## src/rtl/instr_encoder.sv

```systemverilog
// Instruction word encoder (I/B/J immediate formats) feeding a small output FIFO.
// Each entry holds the encoded word plus an error flag; err_cnt tallies accepted error beats.
module instr_encoder #(
    parameter int unsigned DEPTH = 2
) (
    input  logic        clk,
    input  logic        rst_n,
    input  logic        in_valid,
    output logic        in_ready,
    input  logic [2:0]  imm_sel,
    input  logic [6:0]  opcode,
    input  logic [4:0]  rd,
    input  logic [4:0]  rs1,
    input  logic [4:0]  rs2,
    input  logic [2:0]  funct3,
    input  logic [31:0] imm,
    output logic        out_valid,
    input  logic        out_ready,
    output logic [31:0] instr,
    output logic        err,
    output logic [7:0]  err_cnt
);

    localparam int unsigned PW = (DEPTH > 1) ? $clog2(DEPTH) : 1;
    localparam int unsigned CW = $clog2(DEPTH + 1);

    typedef enum logic [2:0] {
        IMM_I = 3'b000,
        IMM_B = 3'b001,
        IMM_J = 3'b010
    } imm_fmt_e;

    logic [31:0]   enc_instr;
    logic          enc_err;
    logic [31:0]   mem_instr [DEPTH];
    logic          mem_err   [DEPTH];
    logic [PW-1:0] wptr;
    logic [PW-1:0] rptr;
    logic [CW-1:0] count;
    logic          push;
    logic          pop;

    // Range errors still produce the truncated encoding; only illegal formats force zero.
    always_comb begin
        enc_instr = '0;
        enc_err   = 1'b1;
        case (imm_fmt_e'(imm_sel))
            IMM_I: begin
                enc_instr = {imm[11:0], rs1, funct3, rd, opcode};
                enc_err   = !((&imm[31:11]) || (~|imm[31:11]));
            end
            IMM_B: begin
                enc_instr = {imm[12], imm[10:5], rs2, rs1, funct3, imm[4:1], imm[11], opcode};
                enc_err   = !((&imm[31:12]) || (~|imm[31:12])) || imm[0];
            end
            IMM_J: begin
                enc_instr = {imm[20], imm[10:1], imm[11], imm[19:12], rd, opcode};
                enc_err   = !((&imm[31:20]) || (~|imm[31:20])) || imm[0];
            end
            default: begin
                enc_instr = '0;
                enc_err   = 1'b1;
            end
        endcase
    end

    // in_ready comes only from count, so a full FIFO never pushes in the cycle it pops.
    assign in_ready  = (count != CW'(DEPTH));
    assign out_valid = (count != '0);
    assign push      = in_valid && in_ready;
    assign pop       = out_valid && out_ready;

    always_ff @(posedge clk) begin
        if (!rst_n) begin
            wptr    <= '0;
            rptr    <= '0;
            count   <= '0;
            err_cnt <= '0;
        end else begin
            if (push) begin
                wptr <= (wptr == PW'(DEPTH - 1)) ? '0 : wptr + PW'(1);
            end
            if (pop) begin
                rptr <= (rptr == PW'(DEPTH - 1)) ? '0 : rptr + PW'(1);
            end
            case ({push, pop})
                2'b10:   count <= count + CW'(1);
                2'b01:   count <= count - CW'(1);
                default: count <= count;
            endcase
            if (push && enc_err && (err_cnt != 8'hFF)) begin
                err_cnt <= err_cnt + 8'd1;
            end
        end
    end

    always_ff @(posedge clk) begin
        if (rst_n && push) begin
            mem_instr[wptr] <= enc_instr;
            mem_err[wptr]   <= enc_err;
        end
    end

    assign instr = out_valid ? mem_instr[rptr] : '0;
    assign err   = out_valid ? mem_err[rptr]   : 1'b0;

endmodule

```

## config.mk

```make
export PLATFORM = sky130hd
export DESIGN_NAME = instr_encoder
export DESIGN_NICKNAME = d
export VERILOG_FILES = /design/src/rtl/instr_encoder.sv
export SDC_FILE = /design/constraint.sdc
export NUM_CORES = 1
export LEC_CHECK = 0
export BUFFER_PORTS_ARGS = -buffer_cell sky130_fd_sc_hd__buf_2
export CORE_MARGIN = 10
export CORE_UTILIZATION = 45
export DETAILED_ROUTE_END_ITERATION = 10
export PLACE_DENSITY = 0.79
export SETUP_SLACK_MARGIN = 0.4
export SYNTH_ARGS = -nofsm -noshare
export SYNTH_HDL_FRONTEND = slang
export SYNTH_SLANG_ARGS = --single-unit
export TNS_END_PERCENT = 5
```

## constraint.sdc

```tcl
create_clock -name clk -period 5 [get_ports clk]
set_input_delay 0.25 -clock clk [delete_from_list [all_inputs] [get_ports clk]]
set_output_delay 0.25 -clock clk [all_outputs]
set_load 0.02 [all_outputs]
```

==> impl_metrics.py <==
metrics = {
    "setup_path": {
        "cp_data_required_time_ns": 5.02,
        "crit_arrival_ns": 2.62,
        "path_class": "flop to flop",
        "worst-path-max-fanout": 19,
        "crit_path_end_kind": "flop",
        "start_kind": "flop",
    },
    "clock_network": {
        "cts_root_buffer": "clkbuf_8",
        "cts_sinks": 79,
        "clock_latency_ns": 0.33,
        "htreeDepth": 3,
        "post-cts-setup-buffer-count": 0,
        "cts_hold_buf": 0,
        "numCtsBuffers": 9,
        "post_cts_resized": 0,
        "path_clk_slew_ns": 0.07,
        "cts_tree": "built",
        "clock_path_buffers": 2,
    },
    "logic_synthesis": {
        "syn-cell-area_um2": 3690,
        "synth_fp_nets": 382,
        "synth_top_area_share_pct": 53.7,
        "synth_area_leaders": "edfxtp_1, mux2i_1, dfxtp_1, nor2_1, and2_1",
        "synth_edf_count": 66,
        "synth_ff_type": "edfxtp_1",
        "syn_avg_cell_area_um2": 11.7,
        "yosys_warnings": 0,
        "yosysSeqAreaShare_pct": 60.8,
        "synth_cell_type_count": 42,
        "synth-async-reset-ratio_pct": 0,
        "syn_inst": 316,
        "synth_seq_cells": 79,
        "synth_largest_area_cell": "edfxtp_1",
    },
    "placement": {
        "portBuffers": 106,
        "place_area_um2": 4300,
        "hpwl_um": 6230,
        "place_inst": 509,
        "post-place-ws_ns": 2.21,
        "place.gp.congestion": 0.822,
    },
    "routing": {
        "drt_iter0_drc": 130,
        "wl_per_cell_um": 15.9,
        "first_pass_iters": 4,
        "routed_via_density": 5.21,
        "ant_nets": 0,
        "drcViolationCount": 0,
        "totalWireLength_um": 8360,
        "vias": 2735,
    },
    "power_and_ir_drop": {
        "leakage_nw": 1.79,
        "power_per_cell_area_nw_per_um2": 471,
        "ir_worst_vdd_uv": 266,
    },
    "global_routing": {
        "grt_util_met2_pct": 20.6,
        "grt_use_met3_pct": 5.29,
        "antenna_found_initial": 0,
        "top_usage_layer": "met2",
        "grt_pass1_vias": 2807,
        "grt_overflow": 0,
        "grt_max_degree": 35,
        "grt_pass1_wl_um": 13600,
        "globalRouteMet1Util_pct": 16.4,
        "track_usage_pct": 13.4,
    },
    "sta": {
        "finalClockSkew_ns": 0.00287,
        "finalSetupTns_ns": 0,
        "setup_viol": 0,
        "fin_crit_ns": 2.60,
        "grt_setup_unrepaired": "no",
        "relSlewSlack_pct": 24.7,
        "worst-slew-pin-transition_ns": 1.12,
        "clock.fmax_ghz": 0.385,
        "hold_viol": 0,
        "fin_crit_sh_pct": 51.9,
        "slew_violations": 0,
        "setup_ws_ns": 2.40,
    },
    "cells_and_area": {
        "nets": 484,
        "postLayoutCoreUtil_pct": 57.8,
        "stdcell_count": 525,
        "final_area_um2": 4540,
        "synthToLayoutAreaGrowth_pct": 23.0,
        "antenna_cells": 0,
        "mostFrequentLayoutCells": "buf_2, edfxtp_1, nor2_1",
        "layout_commonest_cell": "buf_2",
        "layout-drive-gt1-share_pct": 31.2,
    },
    "min_path": {
        "hold_path.class": "input port to flop",
    },
    "floorplan": {
        "rows": 32,
        "design.die.area_um2": 12200,
        "core_area_um2": 7850,
        "fp.dieW_um": 111,
        "initial_core_util_pct": 47.0,
        "dieHeight_um": 111,
        "pin_count": 107,
    },
    "outcome": {
        "status": "completed",
    },
    "flow_run": {
        "maxCapViolCount": 0,
    },
}
==> flip-flops by register name, indices dropped and copies added (netlist names), named ones only <==
register,cells
mem_instr,64
err_cnt,8
count,2
mem_err,2
rptr,1
wptr,1
==> Yosys cell counts, types with 3 or more instances <==
| library cell | number |
|---|---|
| edfxtp_1 | 66 |
| nor2_1 | 55 |
| mux2i_1 | 36 |
| a21oi_1 | 17 |
| and2_1 | 17 |
| clkbuf_1 | 15 |
| dfxtp_1 | 13 |
| nand2_1 | 11 |
| nor2b_1 | 10 |
| a22oi_1 | 8 |
| inv_1 | 5 |
| nand3_1 | 5 |
| or3_1 | 5 |
| and3_1 | 4 |
| nand4_1 | 4 |
| or4_1 | 4 |
| a211oi_1 | 3 |
| nand2b_1 | 3 |
| nor4_1 | 3 |
| o21ai_1 | 3 |
==> stage by stage <==
step | power, mW | hold slack, ns
after global routing | 2.27 | 0.199
after detailed placement | 1.62 | 0.487
after CTS | 2.17 | 0.193
after floorplan | 1.36 | 0.467
final | 2.14 | 0.211
after global placement | 1.61 | 0.470
==> cells by family after synthesis <==
group                    Yosys count  share of synthesized area (%)
multiplexers                      36                           9.77
AND/OR/NAND/NOR                  129                           17.7
AO/OA/AOI/OAI                     41                           7.33
flip-flops                        79                           60.8
XOR/XNOR                           4                          0.950
adder cells (fa/ha/maj)            2                          0.679
buffers and inverters             25                           2.75
==> critical path, stage by stage, from the launching register on <==
cell and delay [ns]:
dfxtp_1 0.41, nand2b_1 0.14, and2_1 0.31, inv_1 0.13
nor3_2 0.86, buf_4 0.43
==> area by class of cell <==
type | instances | area, um2
Fill cell | 696 | 3310
Clock buffer | 9 | 124
Clock inverter | 7 | 111
Timing Repair Buffer | 109 | 553
Multi-Input combinational cell | 212 | 1350
Sequential cell | 79 | 2240
Inverter | 7 | 26.3
Tap cell | 102 | 128
==> final timing paths <==
kind / startpoint / end / cells past startpoint / slack (ns)
max: count[0] / mem_instr[0][10] / 5 / 2.40
min: opcode[3] / mem_instr[1][3] / 2 / 0.21
max reg2reg: count[0] / mem_instr[0][10] / 5 / 2.40
min reg2reg: err_cnt[1] / err_cnt[1] / 2 / 0.50
==> report_power, final <==
group          switching (mW)  internal [mW]
Clock                   0.217          0.328
Sequential             0.0782          0.792
Combinational           0.456          0.267
==> layer usage <==
layer	vias to the layer above	share of wire, %
met1	1275	45
li1	1348	-
met2	99	45
met4	0	1.3
met5	-	0
met3	13	8.5
No activity file was read; power rests on OpenSTA's default activity.
